[src/rtl/flash_arb.sv]
// flash_arb: two-port round-robin arbiter sharing one flash_ctl op/read/write interface.
// Optional watchdog: define FLASH_ARB_TIMEOUT_EN to abort ops stuck longer than P_TIMEOUT cycles.
module flash_arb #(
    parameter int          P_MAX_NUM = 256,
    parameter logic [23:0] P_TIMEOUT = 24'd10_000_000
) (
    input  logic        i_clk,
    input  logic        i_rst_n,
    input  logic [1:0]  i_u0_op_typ,
    input  logic [23:0] i_u0_op_addr,
    input  logic [8:0]  i_u0_op_num,
    input  logic        i_u0_op_valid,
    output logic        o_u0_op_ready,
    output logic        o_u0_err,
    input  logic [7:0]  i_u0_write_data,
    input  logic        i_u0_write_sop,
    input  logic        i_u0_write_eop,
    input  logic        i_u0_write_valid,
    output logic [7:0]  o_u0_read_data,
    output logic        o_u0_read_sop,
    output logic        o_u0_read_eop,
    output logic        o_u0_read_valid,
    input  logic [1:0]  i_u1_op_typ,
    input  logic [23:0] i_u1_op_addr,
    input  logic [8:0]  i_u1_op_num,
    input  logic        i_u1_op_valid,
    output logic        o_u1_op_ready,
    output logic        o_u1_err,
    input  logic [7:0]  i_u1_write_data,
    input  logic        i_u1_write_sop,
    input  logic        i_u1_write_eop,
    input  logic        i_u1_write_valid,
    output logic [7:0]  o_u1_read_data,
    output logic        o_u1_read_sop,
    output logic        o_u1_read_eop,
    output logic        o_u1_read_valid,
    output logic [1:0]  o_op_typ,
    output logic [23:0] o_op_addr,
    output logic [8:0]  o_op_num,
    output logic        o_op_valid,
    input  logic        i_op_ready,
    output logic [7:0]  o_write_data,
    output logic        o_write_sop,
    output logic        o_write_eop,
    output logic        o_write_valid,
    input  logic [7:0]  i_read_data,
    input  logic        i_read_sop,
    input  logic        i_read_eop,
    input  logic        i_read_valid,
    output logic        o_grant,
    output logic        o_busy
);
    typedef enum logic [2:0] {IDLE, CHECK, ISSUE, WAIT_DONE, ERR} state_t;

    state_t      state_reg, state_next;
    logic        rr_reg, rr_next;
    logic        owner_reg, owner_next;
    logic [1:0]  typ_reg, typ_next;
    logic [23:0] addr_reg, addr_next;
    logic [8:0]  num_reg, num_next;
    logic        seen_low_reg, seen_low_next;
    logic        seen_eop_reg, seen_eop_next;
    logic [1:0]  err_reg, err_next;
    logic        op_valid_reg;
    logic        timeout;
    logic        winner, winner_valid, illegal, wr_sel;

    // Per-requester views so the mux/demux logic can be indexed by owner.
    logic [1:0]  u_typ [2];
    logic [23:0] u_addr [2];
    logic [8:0]  u_num [2];
    logic [1:0]  u_valid;
    logic [7:0]  u_wdata [2];
    logic [1:0]  u_wsop, u_weop, u_wvalid;
    logic [1:0]  op_ready;
    logic [7:0]  rd_data [2];
    logic [1:0]  rd_sop, rd_eop, rd_valid;

    assign u_typ[0]  = i_u0_op_typ;
    assign u_typ[1]  = i_u1_op_typ;
    assign u_addr[0] = i_u0_op_addr;
    assign u_addr[1] = i_u1_op_addr;
    assign u_num[0]  = i_u0_op_num;
    assign u_num[1]  = i_u1_op_num;
    assign u_valid   = {i_u1_op_valid, i_u0_op_valid};
    assign u_wdata[0] = i_u0_write_data;
    assign u_wdata[1] = i_u1_write_data;
    assign u_wsop    = {i_u1_write_sop, i_u0_write_sop};
    assign u_weop    = {i_u1_write_eop, i_u0_write_eop};
    assign u_wvalid  = {i_u1_write_valid, i_u0_write_valid};

    always_comb begin
        winner_valid = |u_valid;
        if (&u_valid) begin
            winner = rr_reg;
        end else begin
            winner = u_valid[1];
        end
    end

    generate
        for (genvar gi = 0; gi < 2; gi++) begin : g_port
            logic sel;
            // Ready is gated by reset so it reads 0 while the arbiter is held in reset.
            assign op_ready[gi] = i_rst_n & (state_reg == IDLE) & winner_valid & (winner == 1'(gi));
            assign sel          = (state_reg == WAIT_DONE) & (owner_reg == 1'(gi));
            assign rd_data[gi]  = sel ? i_read_data : 8'd0;
            assign rd_sop[gi]   = sel & i_read_sop;
            assign rd_eop[gi]   = sel & i_read_eop;
            assign rd_valid[gi] = sel & i_read_valid;
        end
    endgenerate

    assign illegal = (typ_reg == 2'd3) |
                     (((typ_reg == 2'd1) | (typ_reg == 2'd2)) &
                      ((num_reg == 9'd0) | (32'(num_reg) > 32'(P_MAX_NUM))));

`ifdef FLASH_ARB_TIMEOUT_EN
    logic [23:0] cnt_reg;

    always_ff @(posedge i_clk or negedge i_rst_n) begin
        if (!i_rst_n) begin
            cnt_reg <= 24'd0;
        end else if (state_next != state_reg) begin
            cnt_reg <= 24'd0;
        end else if ((state_reg == ISSUE) || (state_reg == WAIT_DONE)) begin
            cnt_reg <= cnt_reg + 24'd1;
        end
    end

    assign timeout = ((state_reg == ISSUE) || (state_reg == WAIT_DONE)) && (cnt_reg == P_TIMEOUT);
`else
    localparam logic [23:0] unused_timeout = P_TIMEOUT;
    assign timeout = 1'b0;
`endif

    always_comb begin
        state_next    = state_reg;
        rr_next       = rr_reg;
        owner_next    = owner_reg;
        typ_next      = typ_reg;
        addr_next     = addr_reg;
        num_next      = num_reg;
        seen_low_next = seen_low_reg;
        seen_eop_next = seen_eop_reg;
        err_next      = 2'b00;
        case (state_reg)
            IDLE: begin
                if (winner_valid) begin
                    owner_next = winner;
                    typ_next   = u_typ[winner];
                    addr_next  = u_addr[winner];
                    num_next   = u_num[winner];
                    state_next = CHECK;
                end
            end
            CHECK: state_next = illegal ? ERR : ISSUE;
            ERR: begin
                state_next = IDLE;
                rr_next    = ~rr_reg;
            end
            ISSUE: begin
                if (i_op_ready) state_next = WAIT_DONE;
            end
            WAIT_DONE: begin
                if (!i_op_ready) seen_low_next = 1'b1;
                if (i_read_eop & i_read_valid) seen_eop_next = 1'b1;
                // flash_ctl signals completion by dropping ready and raising it again.
                if (seen_low_reg & i_op_ready & ((typ_reg != 2'd1) | seen_eop_reg)) begin
                    state_next    = IDLE;
                    seen_low_next = 1'b0;
                    seen_eop_next = 1'b0;
                    rr_next       = ~owner_reg;
                end
            end
            default: state_next = IDLE;
        endcase
        if (timeout) begin
            state_next    = IDLE;
            rr_next       = ~rr_reg;
            seen_low_next = 1'b0;
            seen_eop_next = 1'b0;
            err_next[owner_reg] = 1'b1;
        end
        if (state_next == ERR) err_next[owner_reg] = 1'b1;
    end

    always_ff @(posedge i_clk or negedge i_rst_n) begin
        if (!i_rst_n) begin
            state_reg    <= IDLE;
            rr_reg       <= 1'b0;
            owner_reg    <= 1'b0;
            typ_reg      <= 2'd0;
            addr_reg     <= 24'd0;
            num_reg      <= 9'd0;
            seen_low_reg <= 1'b0;
            seen_eop_reg <= 1'b0;
            err_reg      <= 2'b00;
            op_valid_reg <= 1'b0;
        end else begin
            state_reg    <= state_next;
            rr_reg       <= rr_next;
            owner_reg    <= owner_next;
            typ_reg      <= typ_next;
            addr_reg     <= addr_next;
            num_reg      <= num_next;
            seen_low_reg <= seen_low_next;
            seen_eop_reg <= seen_eop_next;
            err_reg      <= err_next;
            op_valid_reg <= (state_next == ISSUE);
        end
    end

    assign wr_sel        = (state_reg == ISSUE) | (state_reg == WAIT_DONE);
    assign o_write_data  = wr_sel ? u_wdata[owner_reg] : 8'd0;
    assign o_write_sop   = wr_sel & u_wsop[owner_reg];
    assign o_write_eop   = wr_sel & u_weop[owner_reg];
    assign o_write_valid = wr_sel & u_wvalid[owner_reg];

    assign o_op_typ   = typ_reg;
    assign o_op_addr  = addr_reg;
    assign o_op_num   = num_reg;
    assign o_op_valid = op_valid_reg;
    assign o_grant    = owner_reg;
    assign o_busy     = (state_reg != IDLE);

    assign o_u0_op_ready   = op_ready[0];
    assign o_u1_op_ready   = op_ready[1];
    assign o_u0_err        = err_reg[0];
    assign o_u1_err        = err_reg[1];
    assign o_u0_read_data  = rd_data[0];
    assign o_u0_read_sop   = rd_sop[0];
    assign o_u0_read_eop   = rd_eop[0];
    assign o_u0_read_valid = rd_valid[0];
    assign o_u1_read_data  = rd_data[1];
    assign o_u1_read_sop   = rd_sop[1];
    assign o_u1_read_eop   = rd_eop[1];
    assign o_u1_read_valid = rd_valid[1];
endmodule
[config.mk]
export PLATFORM = sky130hd
export DESIGN_NAME = flash_arb
export DESIGN_NICKNAME = d
export VERILOG_FILES = /design/src/rtl/flash_arb.sv
export SDC_FILE = /design/constraint.sdc
export NUM_CORES = 1
export LEC_CHECK = 0
export CORE_UTILIZATION = 40
export DETAILED_ROUTE_END_ITERATION = 16
export DONT_BUFFER_PORTS = 1
export GPL_TIMING_DRIVEN = 0
export PLACE_DENSITY = 0.6
export SLEW_MARGIN = 20
export SYNTH_ARGS = -nofsm -noshare
export SYNTH_HDL_FRONTEND = slang
export SYNTH_SLANG_ARGS = --single-unit
[constraint.sdc]
create_clock -name i_clk -period 3.91 [get_ports i_clk]
set_input_delay 0.1955 -clock i_clk [delete_from_list [all_inputs] [get_ports i_clk]]
set_output_delay 0.1955 -clock i_clk [all_outputs]
set_load 0.03 [all_outputs]
Word level (Yosys, flattened, before mapping) --
Index checks and enable logic that the tools add are counted.
Storage, ports and cells: output and inout port bits 75, register bits 45, word-level logic and storage cells 104
Cells by class: bitwise logic cells 29, reduce and logical (&&, ||, !) cells 12, mux-type cells 36, equality and inequality tests 12, magnitude comparators 5
Operator list (count):
- two-way mux 24 bit | 3
- two-way mux 8 bit | 6
- two-way mux 9 bit | 3
- bitwise AND 1 bit | 19
- two-way mux 1 bit | 13
- two-way mux 3 bit | 4
- one-hot mux 3 bit (4 select lines) | 1
- AND reduction 2 bit | 5
- == test 3 x 2 -> 1 bit (second input constant) | 3
- > comparator 9 bit (second input constant) | 1
- zero test 9 bit | 1
- two-way mux 2 bit | 4
- == test 3 bit (second input constant) | 2
- OR 1 bit | 5
- == test 2 bit (second input constant) | 2
- greater-or-equal comparator 2 bit (second input constant) | 2
- != test 2 x 1 -> 1 bit (second input constant) | 2
- NOT 1 -> 2 bit | 2
- nonzero test 2 bit | 2
- == test 3 x 1 -> 1 bit (second input constant) | 1
- zero test 3 bit | 1
- NOT 1 bit | 3
- nonzero test 3 bit | 1
- == test 2 x 1 -> 1 bit (second input constant) | 1
- 7 further kinds | 7

Depth between registers and ports, before layout --
word-level depth 8, mapped depth 6

Worst setup path after synthesis --
Ideal clock, no wire load.
path kind register to output, from reg owner_reg, in the netlist o_grant, to out o_write_data[0], arrival time 1674 ps, buffers on the path 2, data required time 3714 ps, setup slack 2040 ps, cell stages (with the launch flop) 5, path through dfrtp_1 buf_2 buf_1 mux2i_1 nor2_1
On the way: cells in the longest elaborated chain, start to end 5
Ends and longest elaborated chain:
- start, declared | RTL line 57 | logic owner_reg, owner_next;
- start signal, assigned | RTL line 203 | owner_reg <= owner_next;
- NOT 1 -> 2 bit (not written as such) | RTL line 215 | assign o_write_data = wr_sel ? u_wdata[owner_reg] : 8'd0;
- two-way mux 8 bit (not written as such) (3 in series) | RTL line 215
- two-way mux 8 bit | RTL line 215
- end, declared | RTL line 42 | output logic [7:0] o_write_data,
No other way between the ends. The select of a mux whose other input is x is not followed.

Worst setup path in the final report --
from reg owner_reg, in the netlist o_grant, to out o_write_data[4]
Same word-level chain as after synthesis.

==> summary.md <==
| Metric | Value |
|---|---|
| Clock latency on the worst-skew pair | `~0.29 ns` |
| Most common library cell in the layout ignoring fill and taps | `mux2i_1` |
| Fin Hold WS | `0.08267 ns` |
| Count of pins on the block boundary | `roughly 180` |
| Fin crit share | `61.11%` |
| Post_cts resized | `0` |
| Required time worst endpoint | `~3.7 ns` |
| Power density over the cells | `roughly 970 mW/mm^2` |
| Number of clock buffers inserted by TritonCTS | `5` |
| Count of input and output buffers | `0` |
| Clock transition at the register clock pins on the worst setup and hold paths after CTS | `0.08 ns` |
| Async SR Flop Fraction | `100.0%` |
| Core occupancy in the finished layout | `between 40 and 50%` |
| Routability-driven placement congestion ratio | `about 0.75` |
| Sequential cell area fraction in the yosys report | `between 40 and 50%` |
| Number of buffers and inverters on the critical path | `2` |
| Outcome | `finished, final reports clean` |
| Effective utilization at floorplan | `between 40% and 50%` |
| Worst-case vdd ir drop | `between 0.4 and 0.5 mV` |
| Hold violation total from the final report | `0` |
| Synthesized instance count | `265` |
| Count of TritonRoute iterations in the first routing pass | `4` |
| Area post-placement | `approximately 0.0028 mm^2` |
| Final ANT Viol Nets | `0` |
| Data arrival time of the critical path | `2.19 ns` |
| Flip-flop and latch count after synthesis | `45` |
| Via count of the first global-routing pass | `approximately 2,000` |
| Type of element capturing the critical path | `output pin` |
| Overall overflow remaining after global route | `0` |
| Power after layout | `~2.8 mW` |
| Layout overhead on the synthesized area | `8.817%` |
| Core footprint | `roughly 0.0064 mm^2` |
| Post-route setup TNS | `0 ns` |
| Top library cells by usage in the layout, fill and taps aside | `mux2i_1, dfrtp_1, nand2_1` |
| Largest stage delay on the critical path | `0.54 ns` |
| Buffers inserted during post-CTS setup optimization | `0` |
| Max clock buf depth | `2` |
| Class of the tightest hold or removal check | `in2reg` |
| Syn nets | `375` |
| Setup repair after global routing missed its margin | `no` |
| Number of max-slew violations in the final report | `0` |
| Cell leakage power | `about 1.5 nW` |
| Number of nets in the layout | `between 300 and 400` |
| Dominant delay contributor by cell family on the critical path | `buffers and inverters` |
| Cell chosen for the clock root | `clkbuf_8` |
| Avg Cell Area, Syn | `10.01 um^2` |
| Global-route wire length before repair | `~9700 um` |
| Vert. Die Dim | `83.45 um` |
| Number of distinct library cell variants in the gate-level netlist after synthesis | `33` |
| Setup violators final | `0` |
| Post-synthesis instance area | `0.002654 mm^2` |
| CTS H-tree depth | `2` |
| Slew HR | `56.67%` |
| CP Cell Sequence | `buf_2 -> buf_1 -> mux2i_1 -> nor2_1` |
| Ys flop type | `dfrtp_1` |
| Maximum clock frequency | `around 0.42 GHz` |
| Total length of routed wires | `6140 um` |
| TritonCTS clock tree | `done` |
| Ys Warns | `0` |
| Average wire per cell in the routed design | `17.44 um` |
| Max-cap viol count | `0` |
| Slew at the pin with the worst max-slew slack | `about 0.65 ns` |
| Final Cell Area | `0.002888 mm^2` |
| Fin crit period | `2.389 ns` |
| Maximum number of pins on one net before global-route repair | `46` |
| Largest driver fanout on the critical path | `10` |
| Type of origin of the critical path | `register` |
| EDFF count, synth | `0` |
| Library cell contributing the largest single delay on the critical path | `dfrtp_1` |
| Site row count | `29` |
| Cts hold-fix bufs | `3` |
| Share of cells above drive strength 1 | `a little over a fifth` |
| Violation count after the first detailed-routing iteration | `26` |
| Width of the die | `around 83 um` |
| Number of vias after detailed routing | `approximately 2,000` |
| Diode count | `0` |
| Average via count per standard cell | `5.645` |
| Number of sinks on the clock net | `45` |
| Floorplan die area | `between 0.006 and 0.007 mm^2` |
| Global-route usage over all layers | `17.64%` |
| Detailed-route DRC error count | `0` |
| Flip-flop count of the largest register after layout | `24` |
| Worst Skew | `0.007197 ns` |
| Type of the setup path with the least slack | `reg2out` |
| Number of antenna violations at the first check in global routing | `0` |
| Detailed-placement wirelength estimate | `between 4000 and 5000 um` |
per-stage QoR:
step	worst slack, ns	instances
after floorplan	2.040	265
after global placement	1.825	342
after detailed placement	1.814	342
after CTS	1.471	352
after global routing	1.401	352
final	1.521	352
routing by layer:
| layer | vias up | part of all wire, % | track usage (%) | routed length, um |
|---|---|---|---|---|
| li1 | 946 | - | - | - |
| met1 | 920 | 39 | 20.75 | 2409 |
| met2 | 116 | 52 | 32.27 | 3190 |
| met3 | 5 | 7.9 | 4.352 | 482 |
| met4 | 0 | 0.93 | 4.160 | 57 |
| met5 | - | 0 | 0 | 0 |
cell type report:
cell class / count / area [um^2]
Clock buffer: 6 / 82.58
Multi-Input combinational cell: 197 / 1374
Inverter: 4 / 15.01
Tap cell: 77 / 96.34
Fill cell: 650 / 3498
Sequential cell: 45 / 1126
Buffer: 19 / 138.9
Clock inverter: 1 / 7.507
Timing Repair Buffer: 3 / 47.55
cells in the mapped netlist (all sizes together) (2+ instances only):
| master | instances | share of area, % |
|---|---|---|
| and3 | 22 | 5.2 |
| mux2i | 46 | 17 |
| nand2b | 2 | 0.47 |
| o21ai | 40 | 12 |
| buf | 13 | 4.4 |
| o211a | 2 | 0.75 |
| dfrtp | 45 | 42 |
| clkbuf | 6 | 0.85 |
| or2 | 3 | 0.71 |
| ha | 2 | 0.94 |
| or4 | 2 | 0.57 |
| nand2 | 42 | 5.9 |
| nor2 | 18 | 2.5 |
| inv | 4 | 0.57 |
| nor2b | 3 | 0.71 |
| a21oi | 4 | 0.75 |
cells by family (layout without fill, tap and decap cells):
group	count (synthesis)	count (layout)	synth area share, %
buf+inv	23	33	5.799
simple gates	97	97	17.77
fa+ha+maj	2	2	0.9428
flops	45	45	42.43
compound gates	52	52	15.70
mux	46	46	17.35
power by group:
part	internal (mW)	total, mW	switching [mW]	leakage (nW)
clock network	0.140	0.290	0.151	0.0433
logic	0.452	1.25	0.802	0.872
registers	0.681	1.25	0.565	0.558
final timing paths:
path	start	endpoint	slack, ns	depth (start not counted)
worst max-delay path	o_grant	o_write_data[4]	1.52	4
min in group asynchronous	i_rst_n	o_op_addr[15]	0.40	2
worst max register to register	o_op_typ[1]	err_reg[0]	2.03	5
max in group asynchronous	i_rst_n	o_op_num[4]	3.30	2
worst min-delay path	i_u1_op_addr[9]	o_op_addr[9]	0.08	2
worst min register to register	seen_low_reg	seen_low_reg	0.50	2
No activity file was read; power rests on OpenSTA's default activity.
